## config.mk

```make
export PLATFORM = sky130hd
export DESIGN_NAME = pcm_mem_arbiter
export DESIGN_NICKNAME = d
export VERILOG_FILES = /design/src/rtl/pcm_mem_arbiter.sv
export SDC_FILE = /design/constraint.sdc
export NUM_CORES = 1
export LEC_CHECK = 0
export ABC_AREA = 1
export ABC_CLOCK_PERIOD_IN_PS = 3190
export CAP_MARGIN = 10
export CORE_ASPECT_RATIO = 1.75
export CORE_UTILIZATION = 44
export DETAILED_ROUTE_END_ITERATION = 8
export PLACE_DENSITY_LB_ADDON = 0.05
export SYNTH_ARGS = -nofsm -noshare
export SYNTH_HDL_FRONTEND = slang
export SYNTH_SLANG_ARGS = --single-unit
```

## constraint.sdc

```tcl
create_clock -name clk -period 3.19 [get_ports clk]
set_input_delay 0.319 -clock clk [delete_from_list [all_inputs] [get_ports clk]]
set_output_delay 0.319 -clock clk [all_outputs]
set_load 0.02 [all_outputs]
```

## src/rtl/pcm_mem_arbiter.sv

```systemverilog
// Three-way arbiter (ADPCM-A, ADPCM-B, host) onto one PCM memory port.
// One grant at a time, A/B round-robin, host forced ahead after a starvation limit.
module pcm_mem_arbiter #(
  parameter int unsigned HOST_STARVE_LIMIT = 64
) (
  input  logic        clk,
  input  logic        reset,
  input  logic        a_valid,
  input  logic [23:0] a_addr,
  output logic        a_ready,
  output logic [7:0]  a_rdata,
  input  logic        b_valid,
  input  logic [23:0] b_addr,
  output logic        b_ready,
  output logic [7:0]  b_rdata,
  input  logic        h_valid,
  input  logic [23:0] h_addr,
  output logic        h_ready,
  output logic [7:0]  h_rdata,
  output logic        mem_valid,
  output logic [23:0] mem_addr,
  input  logic        mem_ready,
  input  logic [7:0]  mem_rdata,
  output logic [1:0]  owner,
  output logic [7:0]  max_wait_a,
  output logic [7:0]  max_wait_b,
  input  logic        stats_clear
);

  typedef enum logic {S_IDLE, S_BUSY} state_t;

  localparam logic [7:0] STARVE_LIMIT = 8'(HOST_STARVE_LIMIT);
  localparam logic [1:0] OWN_NONE = 2'd0;
  localparam logic [1:0] OWN_A    = 2'd1;
  localparam logic [1:0] OWN_B    = 2'd2;
  localparam logic [1:0] OWN_H    = 2'd3;

  state_t      state_q;
  logic [1:0]  owner_q;
  logic [23:0] addr_q;
  logic        last_b_q;
  logic [7:0]  starve_q, starve_d;
  logic [7:0]  wait_a_q, wait_a_d;
  logic [7:0]  wait_b_q, wait_b_d;
  logic [7:0]  max_a_q, max_a_d;
  logic [7:0]  max_b_q, max_b_d;
  logic [7:0]  cand_a, cand_b;
  logic [1:0]  sel;
  logic        done;

  // Starved host outranks everything; otherwise A/B alternate on ties.
  always_comb begin
    sel = OWN_NONE;
    if (h_valid && (starve_q == STARVE_LIMIT)) sel = OWN_H;
    else if (a_valid && b_valid)               sel = last_b_q ? OWN_A : OWN_B;
    else if (a_valid)                          sel = OWN_A;
    else if (b_valid)                          sel = OWN_B;
    else if (h_valid)                          sel = OWN_H;
  end

  always_ff @(posedge clk) begin
    if (reset) begin
      state_q  <= S_IDLE;
      owner_q  <= OWN_NONE;
      addr_q   <= 24'd0;
      last_b_q <= 1'b1;
    end else begin
      case (state_q)
        S_IDLE: begin
          if (sel != OWN_NONE) begin
            state_q <= S_BUSY;
            owner_q <= sel;
            case (sel)
              OWN_A:   addr_q <= a_addr;
              OWN_B:   addr_q <= b_addr;
              default: addr_q <= h_addr;
            endcase
          end
        end
        S_BUSY: begin
          if (mem_ready) begin
            state_q <= S_IDLE;
            owner_q <= OWN_NONE;
            if (owner_q == OWN_A) last_b_q <= 1'b0;
            if (owner_q == OWN_B) last_b_q <= 1'b1;
          end
        end
        default: state_q <= S_IDLE;
      endcase
    end
  end

  assign done      = (state_q == S_BUSY) && mem_ready;
  assign mem_valid = (state_q == S_BUSY);
  assign mem_addr  = addr_q;
  assign owner     = owner_q;

  // A requester that withdrew mid-transaction gets no ready pulse.
  assign a_ready = done && (owner_q == OWN_A) && a_valid;
  assign b_ready = done && (owner_q == OWN_B) && b_valid;
  assign h_ready = done && (owner_q == OWN_H) && h_valid;
  assign a_rdata = mem_rdata;
  assign b_rdata = mem_rdata;
  assign h_rdata = mem_rdata;

  assign cand_a = (wait_a_q == 8'hFF) ? 8'hFF : wait_a_q + 8'd1;
  assign cand_b = (wait_b_q == 8'hFF) ? 8'hFF : wait_b_q + 8'd1;

  always_comb begin
    starve_d = starve_q;
    if (!h_valid || ((state_q == S_IDLE) && (sel == OWN_H))) starve_d = 8'd0;
    else if ((owner_q != OWN_H) && (starve_q < STARVE_LIMIT)) starve_d = starve_q + 8'd1;

    wait_a_d = (!a_valid || a_ready) ? 8'd0 : cand_a;
    wait_b_d = (!b_valid || b_ready) ? 8'd0 : cand_b;

    max_a_d = max_a_q;
    max_b_d = max_b_q;
    if (stats_clear) begin
      max_a_d = 8'd0;
      max_b_d = 8'd0;
    end else begin
      if (a_ready && (cand_a > max_a_q)) max_a_d = cand_a;
      if (b_ready && (cand_b > max_b_q)) max_b_d = cand_b;
    end
  end

  always_ff @(posedge clk) begin
    if (reset) begin
      starve_q <= 8'd0;
      wait_a_q <= 8'd0;
      wait_b_q <= 8'd0;
      max_a_q  <= 8'd0;
      max_b_q  <= 8'd0;
    end else begin
      starve_q <= starve_d;
      wait_a_q <= wait_a_d;
      wait_b_q <= wait_b_d;
      max_a_q  <= max_a_d;
      max_b_q  <= max_b_d;
    end
  end

  assign max_wait_a = max_a_q;
  assign max_wait_b = max_b_q;

endmodule
```

# ---- Word-level counts from Yosys, hierarchy flattened
# Index checks and enable logic that the tools add are counted.
dict set report word_totals {
  in_bits 87
  regBits 68
  out_inout_bits 70
  wordCells 73
}
dict set report classes {
  order_cmp 3
  n_eq_ne 12
  bitwise_logic 1
  n_addsub 3
  muxes 17
  reduce_logical 28
}
# operator count
set op_table {}
lappend op_table {{case mux 24 bit (2 select lines)} 1}
lappend op_table {{adder 8 x 1 -> 8 bit (second input constant)} 3}
lappend op_table {{== test 8 bit (second input constant)} 2}
lappend op_table {{> comparator 8 bit} 2}
lappend op_table {{two-way mux 2 bit} 8}
lappend op_table {{two-way mux 8 bit} 2}
lappend op_table {{logical AND 1 bit} 13}
lappend op_table {{== test 2 bit (second input constant)} 4}
lappend op_table {{== test 8 x 7 -> 1 bit (second input constant)} 1}
lappend op_table {{less-than comparator 8 x 7 -> 1 bit (second input constant)} 1}
lappend op_table {{OR reduction 2 bit} 4}
lappend op_table {{!= test 2 bit (second input constant)} 3}
lappend op_table {{== test 2 x 1 -> 1 bit (second input constant)} 2}
lappend op_table {{two-way mux 1 bit} 4}
lappend op_table {{case mux 2 bit (2 select lines)} 1}
lappend op_table {{AND reduction 2 bit} 2}
lappend op_table {{nonzero test 2 bit} 2}
lappend op_table {{logical NOT 1 bit} 3}
lappend op_table {{logical OR 1 bit} 3}
lappend op_table {{AND reduction 3 bit} 1}
lappend op_table {{case mux 1 bit (2 select lines)} 1}
lappend op_table {{NOT 1 bit} 1}

# ---- Logic depth before layout (Yosys ltp)
# Gate-level depths: netlist (run 1).
dict set report logic_depth {
  ltp_word 9
  mapped_depth 21
  mapped_depth_nobuf 20
}

# ---- Worst setup path before layout (run 1)
# Ideal clock, no wire load.
dict set report synth_timing {
  path_type {reg2reg}
  start {reg wait_b_q[0]}
  end {reg max_b_q[4], in the netlist max_wait_b[4]}
  path_stages_with_launch 16
  period_less_slack_ps 2257
  required_ps 3077
  setup_slack_ps 933
  t_arrival_ps 2144
  n_path_buf 1
  setup_time_ps 113
  path_cell_list {dfxtp_1 -> ha_1 -> nand2_1 -> nor2_1 -> or2_2 -> a21oi_1 -> inv_1 -> ha_1 -> nand2_1 -> nor2_1 -> nand2_1 -> nand2_1 -> nand2_4 -> buf_6 -> nor2_1 -> nor2_1}
}
dict set report synth_between {
  elab_chain_len 4
  elab_cells_between_ends 5
  classes_between {1 x add/sub; 1 x order compare; 1 x eq/ne; 1 x mux; 1 x reduce/logical}
}
# element line_no
set synth_rtl {}
lappend synth_rtl {{start, declared} 44} ;# logic [7:0] wait_b_q, wait_b_d;
lappend synth_rtl {{start signal, assigned} 138} ;# wait_b_q <= wait_b_d;
lappend synth_rtl {{adder 8 x 1 -> 8 bit or == test 8 bit (tied branches)} 107} ;# assign cand_b = (wait_b_q == 8'hFF) ? 8'hFF : wait_b_q + 8'd1;
lappend synth_rtl {{two-way mux 8 bit (*)} 107}
lappend synth_rtl {{via cand_b[4]} 47} ;# logic [7:0] cand_a, cand_b;
lappend synth_rtl {{> comparator 8 bit} 124} ;# if (b_ready && (cand_b > max_b_q)) max_b_d = cand_b;
lappend synth_rtl {{logical AND 1 bit} 124}
lappend synth_rtl {{end signal, assigned} 140} ;# max_b_q <= max_b_d;
lappend synth_rtl {{end, declared} 46} ;# logic [7:0] max_b_q, max_b_d;
# Mark *: on every way through the listed nets, which the timed path passes. The rest lies on a longest branch.
# A chain may end at the register's enable or synchronous reset.

# ---- Final worst setup path (run 1)
dict set report layout_timing {
  start {reg wait_a_q[0]}
  end {reg max_a_q[6], in the netlist max_wait_a[6]}
}
dict set report layout_between {
  elab_chain_len 4
  elab_cells_between_ends 5
  classes_between {1 x add/sub; 1 x order compare; 1 x eq/ne; 1 x mux; 1 x reduce/logical}
}
# element line_no
set layout_rtl {}
lappend layout_rtl {{start, declared} 43} ;# logic [7:0] wait_a_q, wait_a_d;
lappend layout_rtl {{start signal, assigned} 137} ;# wait_a_q <= wait_a_d;
lappend layout_rtl {{adder 8 x 1 -> 8 bit or == test 8 bit (tied branches)} 106} ;# assign cand_a = (wait_a_q == 8'hFF) ? 8'hFF : wait_a_q + 8'd1;
lappend layout_rtl {{two-way mux 8 bit (*)} 106}
lappend layout_rtl {{via cand_a[4]} 47}
lappend layout_rtl {{> comparator 8 bit (*)} 123} ;# if (a_ready && (cand_a > max_a_q)) max_a_d = cand_a;
lappend layout_rtl {{logical AND 1 bit (*)} 123}
lappend layout_rtl {{end signal, assigned} 139} ;# max_a_q <= max_a_d;
lappend layout_rtl {{end, declared} 45} ;# logic [7:0] max_a_q, max_a_d;
# Marks and branches as above.

==> reports/results.ini, run 1 <==
[outcome]
status=completed

[floorplanning]
start_util=0.459
design.core.area_um2=8730
die_y_um=128
dieArea_um2=9500
rows=45
io_pins=157
fp.dieW_um=74.1

[drt]
drt-pass1-iter-count=4
wl_per_cell_um=12.3
vias_per_cell=4.93
totalWireLength_mm=10.0
wl_met3_um=722
antenna_left=0
drt_iter0_markers=153
wirelength_met1_mm=3.92
vias=4004
drc_errors=0
met2_length_mm=5.12
top_layer=met4

[power]
p_int_w=0.00175
power_frac_seq=0.388
pwr-share-clk=0.389
switchingPower_w=0.000656
finalPower_w=0.00241
power_frac_comb=0.222
switching_share=0.273
p_leak_nw=2.43
p_per_area_nw_per_um2=444
vdd_drop_max_mv=0.272

[global_routing]
grt_remaining_overflow=0
grt_pass1_vias=3875
grt_max_degree=52
grtUsageTotal=0.224
grt_antenna_before_repair=0
grt_first_pass_wirelength_mm=16.5

[job]
drv_cap=0

[sta]
rsz0062_at_grt=no
finalSetupViolCount=0
slew_headroom=0.433
final_max_slew_viol_count=0
fin_crit_sh=0.834
min_period_ps=2660
whs_ps=463
fmax_mhz=376
hold_viol=0
skew_ps=5.07
timing.setup.tns_ps=0
worstMarginPinSlew_ps=851

[layout]
antenna_cells=0
layout_common_cells=131 x nand2_1, 124 x clkdlybuf4s50_1, 77 x inv_1, 68 x nor2_1, 68 x dfxtp_1
drive_gt1_frac=0.0432
final_common_cell=nand2_1
finalNonFillerCells=812
area_growth_pct=35.4
nets=806
finish.instance_area_um2=5420
nFillCells=831

[synthesis]
synth_xor_area_frac=0.00438
synth-main-ff-cell=dfxtp_1
synth_fp_nets=711
synth_top_family_by_area=simple AND/OR/NAND/NOR gates
ys_ff_latch=68
synth-compound-area-share=0.151
ys_types=30
synth_edf_count=0
yosysSeqAreaShare=0.340
synth_simple_gate_area_share=0.278
ys_async_sr_fraction=0
syn_area_um2=4000
syn_inst=597
avgSynthCellArea_um2=6.70
synth_fa_ha_area_frac=0.0844
synthMuxAreaShare=0
ys_warn_count=0

[worst_setup_path]
max_stage_delay_ps=400
crit_path_start_kind=flop
crit_family=simple AND/OR/NAND/NOR gates
cp-end-kind=flop
path_buf_inv=3
cp_max_fo=16
worstSetupPathType=flop to flop
cp.required_ps=3420
slowest_stage=nand2_1
arrival_ps=2890
path_common_cell=nand2_1
crit_chain=ha_1 > nand3_1 > inv_1 > nand2_1 > inv_1 > a21oi_1 > inv_1 > ha_1 > nand2_1 > nor2_1 > nand2_1 > nand2_1 > nand3_1 > nand2_1 > nor2_1

[placed_design]
place.gp.congestion=0.808
placed_area_um2=5150
place_hpwl_mm=7.58
io_buffer_count=124
placedCellCount=798

[clock_tree]
clock_latency_ps=330
hold_buffers=0
postCtsSetupBuffers=0
clk_pin_slew_ps=50
cts_inserted_buffers=9
cts_tree=yes
htreeDepth=3
ctsRootBufferMaster=clkbuf_16
cts_sinks=68
cts_buffer_depth=2
cts_resized=0

[min_path]
hp-class=flop to flop

-- registers in the layout, indices dropped and copies added, names as in the netlist --
name	count
mem_addr	24
max_wait_a	8
max_wait_b	8
starve_q	8
wait_a_q	8
wait_b_q	8
owner	2
last_b_q	1
mem_valid	1
-- worst reg2reg max path: stages, from the launching register on --
cell and delay, ps:
dfxtp_1 320, ha_1 220, nand3_1 110, inv_1 80
nand2_1 90, inv_1 110, a21oi_1 250, inv_1 80
ha_1 280, nand2_1 50, nor2_1 210, nand2_1 100
nand2_1 400, nand3_1 130, nand2_1 90, nor2_1 40
-- layer usage --
layer  track usage  up-vias
met4        0.0894        0
met3        0.0739       19
met2         0.407      131
li1              -     2073
met5             0        -
met1         0.228     1781
-- area by class of cell --
| cell class | count | area [µm²] | area share |
|---|---|---|---|
| clock inverter | 3 | 40.0 | 0.00739 |
| timing repair buffer | 128 | 1270 | 0.235 |
| clock buffer | 11 | 233 | 0.0429 |
| sequential | 68 | 1360 | 0.251 |
| inverter | 78 | 293 | 0.0540 |
| tap | 117 | 146 | 0.0270 |
| multi-input combinational | 407 | 2070 | 0.383 |
-- metrics by stage --
step                utilization  setup WS (ps)
finish                    0.621            529
global route              0.621            180
CTS                       0.621            547
detailed placement        0.590            532
global placement          0.590            641
floorplan                     -            933
-- power by group through the flow --
stage               combinational [W]  clock (W)  sequential (W)
detailed placement           0.000535          0        0.000949
global route                 0.000593   0.000977        0.000940
global placement             0.000530          0        0.000948
floorplan                    0.000275          0         0.00101
finish                       0.000535   0.000937        0.000934
CTS                          0.000538   0.000952        0.000934
-- worst paths after layout --
path	startpoint	to	slack, ps	cells past startpoint
worst max-delay path	wait_a_q[0]$_SDFF_PP0_	max_wait_a[6]$_SDFFE_PP0P_	530	15
worst min-delay path	starve_q[7]$_SDFFE_PP0P_	starve_q[7]$_SDFFE_PP0P_	460	2
worst max register to register	wait_a_q[0]$_SDFF_PP0_	max_wait_a[6]$_SDFFE_PP0P_	530	15
worst min register to register	starve_q[7]$_SDFFE_PP0P_	starve_q[7]$_SDFFE_PP0P_	460	2
-- synth_stat cells (4+ instances only) --
library cell / n / share of area
nor2_1: 69 / 0.065
nand3_1: 45 / 0.056
ha_1: 27 / 0.084
a21oi_1: 47 / 0.059
nor3_1: 4 / 0.0050
buf_4: 25 / 0.047
nand2_1: 131 / 0.12
nand4_1: 5 / 0.0078
o21ai_0: 57 / 0.071
inv_1: 77 / 0.072
dfxtp_1: 68 / 0.34
clkbuf_1: 14 / 0.013
-- cells by family after synthesis --
kind of cell,Yosys count
AO/OA/AOI/OAI,113
adder cells (fa/ha/maj),27
AND/OR/NAND/NOR,265
buffers and inverters,122
XOR/XNOR,2
flip-flops,68
(Power assumes the default switching activity.)
==> inputs of run 2 (changes only) <==
--- a/config.mk
+++ b/config.mk
@@ -6,7 +6,7 @@
 export NUM_CORES = 1
 export LEC_CHECK = 0
 export ABC_AREA = 1
-export ABC_CLOCK_PERIOD_IN_PS = 3190
+export ABC_CLOCK_PERIOD_IN_PS = 2450
 export CAP_MARGIN = 10
 export CORE_ASPECT_RATIO = 1.75
 export CORE_UTILIZATION = 44
==> constraint.sdc (replaced) <==
create_clock -name clk -period 2.45 [get_ports clk]
set_input_delay 0.245 -clock clk [delete_from_list [all_inputs] [get_ports clk]]
set_output_delay 0.245 -clock clk [all_outputs]
set_load 0.02 [all_outputs]
==> reports/results.ini, run 2 (synthesis results as in run 1) <==
[drt]
drc_errors=0  ; unchanged
top_layer=met4  ; unchanged
wl_met3_um=683  ; was 722 µm
wirelength_met1_mm=3.87  ; was 3.92 mm
drt_iter0_markers=147  ; was 153
met2_length_mm=5.29  ; was 5.12 mm
totalWireLength_mm=10.2  ; was 10.0 mm
antenna_left=0  ; unchanged
wl_per_cell_um=12.3  ; about the same
vias=4088  ; was 4,004
vias_per_cell=4.94  ; was 4.93
drt-pass1-iter-count=4  ; unchanged

[outcome]
status=completed  ; unchanged

[clock_tree]
cts_buffer_depth=2  ; unchanged
cts_sinks=68  ; unchanged
clk_pin_slew_ps=50  ; about the same
hold_buffers=0  ; unchanged
htreeDepth=3  ; unchanged
ctsRootBufferMaster=clkbuf_16  ; unchanged
cts_inserted_buffers=9  ; unchanged
clock_latency_ps=330  ; about the same
cts_tree=yes  ; unchanged

[floorplanning]
io_pins=157  ; unchanged
design.core.area_um2=8730  ; unchanged
start_util=0.459  ; unchanged
die_y_um=128  ; unchanged
dieArea_um2=9500  ; unchanged
fp.dieW_um=74.1  ; unchanged
rows=45  ; unchanged

[min_path]
hp-class=flop to flop  ; unchanged
worstHoldEndpoint=starve_q[7]$_SDFFE_PP0P_  ; unchanged
whs_path_depth=2  ; unchanged
hp-start=starve_q[7]$_SDFFE_PP0P_  ; unchanged

[worst_setup_path]
worstSetupStartpoint=wait_b_q[0]$_SDFF_PP0_  ; was wait_a_q[0]$_SDFF_PP0_
reg2reg_slack_ps=130  ; was 530 ps
worstSetupPathType=flop to flop  ; unchanged
r2r_start=wait_b_q[0]$_SDFF_PP0_  ; was wait_a_q[0]$_SDFF_PP0_
cp-end-kind=flop  ; unchanged
reg2reg_depth=15  ; unchanged
crit_path_start_kind=flop  ; unchanged
r2r-end=max_wait_b[5]$_SDFFE_PP0P_  ; was max_wait_a[6]$_SDFFE_PP0P_
cp.required_ps=2710  ; was 3420 ps
arrival_ps=2580  ; was 2890 ps
cp_max_fo=7  ; was 16

[global_routing]
grt_remaining_overflow=0  ; unchanged
grt_max_degree=52  ; unchanged
grt_first_pass_wirelength_mm=16.2  ; was 16.5 mm
grt_pass1_vias=3845  ; was 3,875
grtUsageTotal=0.220  ; was 0.224
grt_antenna_before_repair=0  ; unchanged

[sta]
hold_viol=0  ; unchanged
skew_ps=3.97  ; was 5.07 ps
slew_headroom=0.758  ; was 0.433
worstMarginPinSlew_ps=360  ; was 851 ps
min_period_ps=2320  ; was 2660 ps
fin_crit_sh=0.947  ; was 0.834
fmax_mhz=431  ; was 376 MHz
final_max_slew_viol_count=0  ; unchanged
finalSetupViolCount=0  ; unchanged
timing.setup.tns_ps=0  ; unchanged

[layout]
postLayoutCoreUtil=0.653  ; was 0.621
nFillCells=785  ; was 831
drive_gt1_frac=0.104  ; was 0.0432
area_growth_pct=42.4  ; was 35.4%
layout_common_cells=126 x nand2_1, 124 x clkdlybuf4s50_1, 75 x inv_1, 66 x dfxtp_1, 59 x nor2_1  ; was 131 x nand2_1, 124 x clkdlybuf4s50_1, 77 x inv_1, 68 x nor2_1, 68 x dfxtp_1
antenna_cells=0  ; unchanged
final_common_cell=nand2_1  ; unchanged
nets=821  ; was 806
largest_reg_flops=24  ; unchanged

[power]
p_per_area_nw_per_um2=562  ; was 444 nW/µm²
vdd_drop_max_mv=0.372  ; was 0.272 mV
p_leak_nw=2.54  ; was 2.43 nW

[placed_design]
io_buffer_count=124  ; unchanged
place_hpwl_mm=7.73  ; was 7.58 mm
place.gp.congestion=0.780  ; was 0.808

[job]
drv_cap=0  ; unchanged

run 2: changes by cell type in the layout (fill, tap and decap cells not counted), moves of 3 or more:
cell     change
buf_4       +10
nor2_1       -9
a21oi_1      -8
a21oi_2      +8
nor2_2       +6
nand2_1      -5
nand2_2      +4
buf_12       +3
nor2_4       +3
run 2: stage by stage:
step                      instance area, µm²  worst slack (ps)  hold WS [ps]  total power [W]  instances
after CTS                               5540              18.4           468          0.00323        823
after detailed placement                5250              7.16           461          0.00197        808
after global routing                    5700             -11.6           487          0.00336        828
after global placement                  5250              95.2           454          0.00196        808
after floorplan                         4000               193           314          0.00167        597
final                                   5700               130           467          0.00320        828
run 2: final cells by class:
type | instances | area, µm² | area share
multi-input combinational | 408 | 2190 | 0.384
clock inverter | 2 | 35.0 | 0.00615
tap | 117 | 146 | 0.0257
clock buffer | 13 | 250 | 0.0439
timing repair buffer | 142 | 1420 | 0.249
inverter | 78 | 295 | 0.0518
sequential | 68 | 1360 | 0.239
run 2: repair_timing:
action / 4_1_cts / 5_1_grt
buffers inserted: 0 / 3
setup endpoints to repair: 4 / 16
resized for setup: 1 / 36
gates cloned: 0 / 2
pin swaps: 0 / 6
run 2: how the worst max path moves through the flow:
stage                                  to  slack, ps  depth (start not counted)
2_1_floorplan  max_wait_b[4]$_SDFFE_PP0P_        190                         15
3_3_place_gp   max_wait_a[0]$_SDFFE_PP0P_        100                         18
3_5_place_dp   max_wait_a[2]$_SDFFE_PP0P_          7                         17
4_1_cts        max_wait_a[1]$_SDFFE_PP0P_         20                         16
5_1_grt        max_wait_a[7]$_SDFFE_PP0P_        -10                         17
6_report       max_wait_b[5]$_SDFFE_PP0P_        130                         15
run 2: critical path, stage by stage (launching register included):
cell and delay (ps):
dfxtp_2 330, ha_2 180, nand2_1 110, nor2_2 70, or2_2 290, a21oi_2 160, inv_1 70, ha_1 270
nand2_1 50, nor2_2 150, nand2_1 120, nand2_4 110, nand2_4 90, nand2_2 90, nand2_1 60, nor2_1 90
run 2: routing by layer:
layer  track usage  vias to the layer above
met4         0.109                        0
met5             0                        -
met3        0.0770                       23
met2         0.381                      133
met1         0.226                     1830
li1              -                     2102
run 2: where the power goes:
part	internal, W	total (W)	switching [W]
logic	0.000362	0.000741	0.000378
registers	0.00118	0.00122	0.0000406
clock network	0.000808	0.00125	0.000438
total	0.00235	0.00320	0.000857
